## src/rtl/seg7_pkg.sv

```systemverilog
// Shared seven-segment definitions: digit count, segment bit positions,
// blank pattern and the active-low hex-to-segment lookup.
package seg7_pkg;

    localparam int NUM_DIGITS = 4;

    // Bit positions inside the {dp,g,f,e,d,c,b,a} segment byte.
    localparam int SEG_A  = 0;
    localparam int SEG_B  = 1;
    localparam int SEG_C  = 2;
    localparam int SEG_D  = 3;
    localparam int SEG_E  = 4;
    localparam int SEG_F  = 5;
    localparam int SEG_G  = 6;
    localparam int SEG_DP = 7;

    // All segments off (active-low).
    localparam logic [7:0] SEG_BLANK = 8'hFF;

    // Active-low {g,f,e,d,c,b,a} pattern for one hex nibble.
    function automatic logic [6:0] hex_to_seg(input logic [3:0] nib);
        logic [6:0] seg;
        case (nib)
            4'h0: seg = 7'h40;
            4'h1: seg = 7'h79;
            4'h2: seg = 7'h24;
            4'h3: seg = 7'h30;
            4'h4: seg = 7'h19;
            4'h5: seg = 7'h12;
            4'h6: seg = 7'h02;
            4'h7: seg = 7'h78;
            4'h8: seg = 7'h00;
            4'h9: seg = 7'h10;
            4'hA: seg = 7'h08;
            4'hB: seg = 7'h03;
            4'hC: seg = 7'h46;
            4'hD: seg = 7'h21;
            4'hE: seg = 7'h06;
            default: seg = 7'h0E;
        endcase
        return seg;
    endfunction

endpackage

```

## src/rtl/hex_to_seg7.sv

```systemverilog
// Combinational nibble to active-low seven-segment decoder.
module hex_to_seg7
    import seg7_pkg::*;
(
    input  logic [3:0] nib_i,
    output logic [6:0] seg_o
);

    assign seg_o = hex_to_seg(nib_i);

endmodule

```

## src/rtl/spi_word_display.sv

```systemverilog
// Latches the SPI-received word on each rising edge of the frame strobe and
// scans it (or the frame counter when sel=1) across a 4-digit multiplexed
// seven-segment display. The decimal point of the rightmost digit flags
// freshly captured data for NEWTICKS scan ticks.
//
// Strobe protocol: load is a level from the SPI core; only its rising edge
// (load & ~load_q) counts as a frame, so a strobe held high for many cycles
// is one frame. rx_dat must be valid in the cycle load rises.
//
// Scan ordering: the digit index register holds the digit to be driven at
// the next scan tick, so the first tick after reset lights digit 0.
// CLKFREQ/SCANFREQ must be at least 2 and NEWTICKS at least 1.
module spi_word_display
    import seg7_pkg::*;
#(
    parameter int CLKFREQ  = 27000000,
    parameter int SCANFREQ = 1000,
    parameter int WIDTH    = 13,
    parameter int NEWTICKS = 256
) (
    input  logic             clk,
    input  logic             rst_n,
    input  logic             load,
    input  logic [WIDTH-1:0] rx_dat,
    input  logic             sel,
    input  logic             hold,
    output logic [3:0]       digits,
    output logic [7:0]       segments,
    output logic [15:0]      frame_cnt
);

    localparam int DIV  = CLKFREQ / SCANFREQ;
    localparam int DIVW = $clog2(DIV);
    localparam int NEWW = $clog2(NEWTICKS + 1);
    localparam logic [DIVW-1:0] DIV_LAST = DIVW'(DIV - 1);
    localparam logic [NEWW-1:0] NEW_LOAD = NEWW'(NEWTICKS);

    logic             load_q;
    logic [15:0]      word_q, word_d;
    logic [15:0]      frame_cnt_q, frame_cnt_d;
    logic [DIVW-1:0]  div_q, div_d;
    logic [1:0]       idx_q, idx_d;
    logic [NEWW-1:0]  new_q, new_d, new_cap;
    logic [3:0]       digits_q, digits_d;
    logic [7:0]       seg_q, seg_d;

    logic             cap;
    logic             take;
    logic             tick;
    logic [15:0]      disp;
    logic [3:0]       nib;
    logic [6:0]       seg7;

    hex_to_seg7 u_hex_to_seg7 (
        .nib_i (nib),
        .seg_o (seg7)
    );

    // Next-state logic: capture is resolved first so a coincident scan tick
    // already sees the new word / count and the reloaded new-data counter.
    always_comb begin
        cap         = load & ~load_q;
        take        = cap & ~hold;
        tick        = (div_q == DIV_LAST);
        div_d       = tick ? '0 : div_q + 1'b1;
        frame_cnt_d = cap ? frame_cnt_q + 16'd1 : frame_cnt_q;
        word_d      = word_q;
        new_cap     = new_q;
        if (take) begin
            word_d  = 16'(rx_dat);
            new_cap = NEW_LOAD;
        end
        new_d = new_cap;
        if (tick && !take && (new_q != '0)) begin
            new_d = new_q - 1'b1;
        end
        disp     = sel ? frame_cnt_d : word_d;
        nib      = disp[{idx_q, 2'b00} +: 4];
        idx_d    = idx_q;
        digits_d = digits_q;
        seg_d    = seg_q;
        if (tick) begin
            idx_d    = idx_q + 2'd1;
            digits_d = ~(4'b0001 << idx_q);
            seg_d    = {~((idx_q == 2'd0) && (new_cap != '0)), seg7};
        end
    end

    // State registers; reset blanks the display immediately.
    always_ff @(posedge clk or negedge rst_n) begin
        if (!rst_n) begin
            load_q      <= 1'b0;
            word_q      <= '0;
            frame_cnt_q <= '0;
            div_q       <= '0;
            idx_q       <= '0;
            new_q       <= '0;
            digits_q    <= 4'b1111;
            seg_q       <= SEG_BLANK;
        end else begin
            load_q      <= load;
            word_q      <= word_d;
            frame_cnt_q <= frame_cnt_d;
            div_q       <= div_d;
            idx_q       <= idx_d;
            new_q       <= new_d;
            digits_q    <= digits_d;
            seg_q       <= seg_d;
        end
    end

    assign digits    = digits_q;
    assign segments  = seg_q;
    assign frame_cnt = frame_cnt_q;

endmodule
```

## config.mk

```make
export PLATFORM = sky130hd
export DESIGN_NAME = spi_word_display
export DESIGN_NICKNAME = d
export VERILOG_FILES = /design/src/rtl/seg7_pkg.sv /design/src/rtl/hex_to_seg7.sv /design/src/rtl/spi_word_display.sv
export SDC_FILE = /design/constraint.sdc
export NUM_CORES = 1
export LEC_CHECK = 0
export BUFFER_PORTS_ARGS = -buffer_cell sky130_fd_sc_hd__clkbuf_2
export CORE_MARGIN = 2
export CORE_UTILIZATION = 62
export DETAILED_ROUTE_END_ITERATION = 6
export PLACE_DENSITY = 0.84
export SYNTH_ARGS = -nofsm -noshare
export SYNTH_HDL_FRONTEND = slang
export SYNTH_SLANG_ARGS = --single-unit
```

## constraint.sdc

```tcl
create_clock -name clk -period 5.75 [get_ports clk]
set_clock_uncertainty 0.05 [all_clocks]
set_input_delay 0.575 -clock clk [delete_from_list [all_inputs] [get_ports clk]]
set_output_delay 0.575 -clock clk [all_outputs]
set_load 0.01 [all_outputs]
```

==> impl_results.md, run 1 <==
* Worst hold slack at between 0.3 and 0.4 ns
* Drt initial violations at ~240
* Post-CTS sizing at 0
* Core area at a little under 6000 um2
* CTS root buffer: clkbuf_8
* Count of different cell masters after synthesis at between 60 and 70
* Relative slew slack at between 40% and 50%
* Gr usage total at a little over a quarter
* Via count at 2808
* Metal3 WL at 425 um
* Actual slew at the worst max-slew pin at between 0.8 and 0.9 ns
* Initial antenna violation count at 0
* M1 WL at 3.42 mm
* Initial core utilization at about 63%
* Site row count at 28
* # nets final at 437
* Share of cells above drive strength 1 at 25.3%
* Detailed Routing Iterations Pass 1 at 4
* IO Port Bufs at 45
* Dominant synthesized flop cell: dfrtp_1
* Post-Route WL at 7.94 mm
* Area leader, netlist: dfrtp_1
* DR DRC count at 0
* Largest net degree at the start of global routing at 72
* Leakage power total at 2.03 nW
* Final Hold Fails at 0
* WS Path Type: reg2reg
* Element type at the critical path start: register
* Seq/Total Area, Yosys at 48.2%
* Detail Placement HPWL at 5.62 mm
* Uppermost layer routed: met4
* Post-DRT Antenna Nets at 0
* RSZ-0062 raised after global routing: no
* Placed cell count at 470
* Die X at 81.4 um
* Setup TNS at 0 ns
* Post-CTS Setup Bufs at 0
* Dpl cell area at 4000 um2
* Critical path required time at 5.97 ns
* Clock buffer depth at 2
* Most common cell after layout, fill and taps aside: dfrtp_1
* Vias in the first global route at between 2000 and 3000
* First-pass GRT wire length at 13.0 mm
* Fraction of registers with async set/reset at 100%
* CTS Sinks at 71
* Synthesized instance count at 358
* Antenna Cells at 0
* Synth top area share at ~40%
* Total clock buffers created by CTS at 9
* Final Cycle Share at 54.4%
* Cell area after synthesis at 3710 um2
* WL per Instance at roughly 16 um
* Number of synthesized register bits at 71
* Synth top area cells: dfrtp_1 (40%), dfstp_2 (8.5%), nor2_1 (4.6%)
* Final setup fails at 0
* Worst setup EP type: register
* Final GP Congestion at 0.847
* Most frequent cells in the layout: dfrtp_1 (59), nor2_1 (46), nand2_1 (45)
* Critical path arrival at about 3.4 ns
* Syn_nets at 389
* Die ar. at 6630 um2
* Status: finished, final reports clean
* Max cap viols at 0
* Post-synth EDFFs at 0
* Final min period at 3.13 ns
* I/O Pins at between 40 and 50
* Cell area after layout at 4200 um2
* Ys Warns at 0
* Power Density at roughly 300 nW/um2
* Worst-path fanout max at 10
* Die Height at ~81 um
* Post-CTS Hold Buffers at 0
* Final global-route overflow total at 0
* IR drop worst, VDD at 0.000249 V
* Pins over their slew limit at 0
* Clk Latency, worst-skew pair at 0.35 ns
* Finished Layout Cells at 486
* Area grow syn2layout at 13.0%
* HP Class: in2async
* Fmax achieved at 320 MHz
* Htree depth at 3
* Vias/cell at 5.78
* Met2 wire length at 3.90 mm
* Mean Syn Cell Area at 10.4 um2
* CTS tree: yes
* Clk pin slew, worst setup/hold paths at 0.08 ns
[flip-flops by register name (all words and copies together) (netlist names)]
| signal | flops |
|---|---|
| digits | 4 |
| div_q | 15 |
| frame_cnt | 16 |
| idx_q | 2 |
| load_q | 1 |
| new_q | 9 |
| segments | 8 |
| word_q | 16 |
[final cells by class]
type,count,area [um2]
well taps,75,93.8
inverters,15,56.3
repair buffers,48,248
clock inverters,6,60.1
multi-input cells,261,1810
clock buffers,10,138
flip-flops and latches,71,1790
fillers,416,1650
[metrics by stage]
stage | utilization [%] | total power [mW] | setup WS, ns
final | 71.7 | 1.25 | 2.62
after global routing | 71.7 | 1.31 | 2.35
after CTS | 71.7 | 1.25 | 2.63
after detailed placement | 68.3 | 0.851 | 2.36
after global placement | 68.3 | 0.840 | 2.49
after floorplan | - | 0.765 | 2.83
[cell families after synthesis]
| kind of cell | synth area share, % |
|---|---|
| fa+ha+maj | 4.38 |
| simple gates | 20.9 |
| buf+inv | 3.30 |
| compound gates | 9.87 |
| flops | 48.2 |
| xor+xnor | 7.78 |
| mux | 5.52 |
[worst max-delay path, stage by stage (launching register included)]
cell and delay [ns]:
dfrtp_1 0.50, nand4_4 0.22, or4_4 0.57, o211ai_1 0.19, o2111ai_1 0.15, o22ai_1 0.47
inv_1 0.18, ha_1 0.26, mux2_1 0.30, nand2_1 0.07, a31oi_1 0.08
[path summary, 6_finish.rpt]
kind                              start           to  slack, ns  cells after the start
hold / removal                    rst_n     div_q[6]       0.37                      2
setup reg to reg           frame_cnt[3]  segments[3]       2.62                     10
min in group clk                   load       load_q       0.37                      1
hold reg to reg             segments[0]  segments[0]       0.43                      2
max in group asynchronous         rst_n       load_q       4.71                      2
setup / recovery           frame_cnt[3]  segments[3]       2.62                     10
[synth_stat cells (7+ instances only)]
cell type / n
inv_1: 15
nor2_1: 46
ha_1: 13
dfstp_2: 12
mux2_2: 8
dfrtp_1: 59
nand3_1: 9
xor2_1: 18
nand2_1: 45
mux2i_1: 7
o21ai_0: 11
xnor2_1: 15
[per-layer routing]
metal | up-vias | GRT usage [%]
li1 | 1339 | -
met1 | 1349 | 35.5
met2 | 100 | 40.6
met3 | 20 | 4.89
met4 | 0 | 13.6
met5 | - | 0
[power by group]
part,internal [mW],leakage [nW],switching (mW),total [mW]
sequential,0.537,0.889,0.0456,0.583
combinational,0.108,1.05,0.154,0.262
clock,0.210,0.0981,0.193,0.402
total,0.855,2.03,0.393,1.25
(Power assumes the default switching activity.)
==> run 2: changes to the inputs <==
- CORE_UTILIZATION: 62 -> 52
- PLACE_DENSITY: 0.84 -> 0.76
- clock period: 5.75 -> 2.8 ns (I/O delays scaled with it)
==> run 2 against run 1 <==
Net effect: sequential power rose by 99%; worst hold slack got worse by 0.28 ns; core utilization rose by 0.13 points; global-route usage fell by 1.7 points; wire length rose by 17%; non-clock buffer count rose by 58; power rose by 140%; sequential share of layout area fell by 6.4 points; via count rose by 9.9%.
==> impl_results.md, run 2 (same netlist as run 1, synthesis figures left out) <==
* IR drop worst, VDD at around 0.00053 V
* Post-DRT Antenna Nets at 0
* Leakage power total at 2.40 nW
* Clk Latency, worst-skew pair at around 0.35 ns
* Antenna Cells at 0
* Largest net degree at the start of global routing at 26
* CTS root buffer: clkbuf_8
* # nets final at ~500
* Pins over their slew limit at 0
* Via count at slightly above 3000
* DR DRC count at 0
* Detailed Routing Iterations Pass 1 at 5
* Design Power at between 3 and 4 mW
* Clock network power share at 29.1%
* Relative slew slack at 58.1%
* Post-Route WL at 9.33 mm
* Htree depth at 3
* IO Port Bufs at 45
* Vias/cell at around 5.5
* Reg2reg setup slack at 0.03 ns
* Drt initial violations at 131
* Initial core utilization at 54.1%
* Share of cells above drive strength 1 at 40.7%
* Seq pwr share at 38.0%
* Area grow syn2layout at 32.9%
* Final Hold Fails at 0
* Core area at 6870 um2
* Sw frac at 31.0%
* Met2 wire length at about 4.8 mm
* Die ar. at 7840 um2
* Most common cell after layout, fill and taps aside: dfrtp_1
* Worst setup EP type: register
* Final Cycle Share at between 90% and 100%
* Clk pin slew, worst setup/hold paths at about 0.070 ns
* Setup WS post-layout at 0.0280 ns
* Sw Pwr at 945 uW
* Die X at 88.5 um
* Final min period at around 2.8 ns
* Max cap viols at 0
* CTS Sinks at 71
* Vias in the first global route at 3014
* Initial antenna violation count at 0
* WS Path Type: reg2reg
* RSZ-0062 raised after global routing: yes
* Power Density at 617 nW/um2
* DP Worst Slack at -0.205 ns
* Most frequent cells in the layout: dfrtp_1 (58), buf_4 (53), nor2_1 (44), nand2_1 (44), clkbuf_2 (44)
* Status: finished, final reports clean
* WL per Instance at between 15 and 20 um
* Final global-route overflow total at 0
* Comb power frac at 32.8%
* I/O Pins at 46
* Uppermost layer routed: met4
* Metal3 WL at 385 um
* HP Class: in2reg
* Final GP Congestion at 0.956
* Detail Placement HPWL at 6.31 mm
* Total clock buffers created by CTS at 9
* First-pass GRT wire length at 14.5 mm
* Worst-path fanout max at 8
* Cell-internal power at 2.10 mW
* Actual slew at the worst max-slew pin at 0.624 ns
* Clock buffer depth at 2
* Die Height at 88.5 um
* CTS tree: yes
* Site row count at 30
* Fillers at 489
* M1 WL at ~3.9 mm
* Critical path required time at 3.03 ns
* Final Util at 71.9%
* Element type at the critical path start: register
* Fmax achieved at 361 MHz
* Critical path arrival at approximately 3 ns
* Setup TNS at 0 ns
* Gr usage total at 24.6%
* Final setup fails at 0
## run 2: changes by cell type in the layout (fill, tap and decap cells not counted), sizes merged
cell,previous run,this run
inv,15,16
clkbuf,54,56
dlygate4sd3,0,1
clkinvlp,2,1
buf,4,61
clkinv,3,1
## run 2: cell type report
type	instances	area, um2	share of cell area [%]
Sequential cell	71	1790	36.3
Clock buffer	12	165	3.35
Inverter	15	56.3	1.14
Timing Repair Buffer	106	712	14.4
Tap cell	96	120	2.43
Multi-Input combinational cell	261	2040	41.3
Clock inverter	4	51.3	1.04
## run 2: worst paths after layout
check,from,end,cells after the start
max reg2reg,frame_cnt[7],segments[3],11
min,load,load_q,1
min reg2reg,digits[0],digits[0],2
min in group asynchronous,rst_n,div_q[7],2
max in group asynchronous,rst_n,digits[2],3
max,frame_cnt[7],segments[3],11
## run 2: power by group through the flow
stage	logic (mW)	registers, mW	clock network, mW
final	0.999	1.16	0.887
after floorplan	0.352	1.22	0
after CTS	0.807	1.16	0.905
after global placement	0.688	1.18	0
after detailed placement	0.704	1.18	0
after global routing	1.08	1.17	0.940
## run 2: through the flow
| stage | hold WS, ns | std cells | instance area (um2) |
|---|---|---|---|
| 2_1_floorplan | -0.0656 | 358 | 3710 |
| 3_3_place_gp | 0.248 | 528 | 4300 |
| 3_5_place_dp | 0.250 | 528 | 4300 |
| 4_1_cts | 0.0713 | 553 | 4640 |
| 5_1_grt | 0.0830 | 565 | 4940 |
| 6_report | 0.0836 | 565 | 4940 |
## run 2: timing repair
| action | 4_1_cts | 5_1_grt |
|---|---|---|
| hold endpoints to repair | 21 | 0 |
| pin swaps | 6 | 17 |
| buffers inserted | 8 | 13 |
| hold buffers | 1 | 0 |
| resized for setup | 9 | 39 |
| endpoints found under the setup margin | 7 | 7 |
## run 2: critical path, cell delays in order (launching register included)
cell and delay (ns):
dfrtp_1 0.36, nand4_1 0.13, buf_4 0.16, or4_4 0.51
buf_6 0.15, nor3_4 0.16, mux2i_2 0.31, a31oi_4 0.20
buf_4 0.21, mux2i_1 0.15, nand2_1 0.08, a31oi_2 0.20
## run 2: layer usage
layer | vias up | GRT usage (%)
met3 | 19 | 6.25
li1 | 1457 | -
met2 | 74 | 41.9
met1 | 1536 | 30.5
met5 | - | 0
met4 | 0 | 8.68
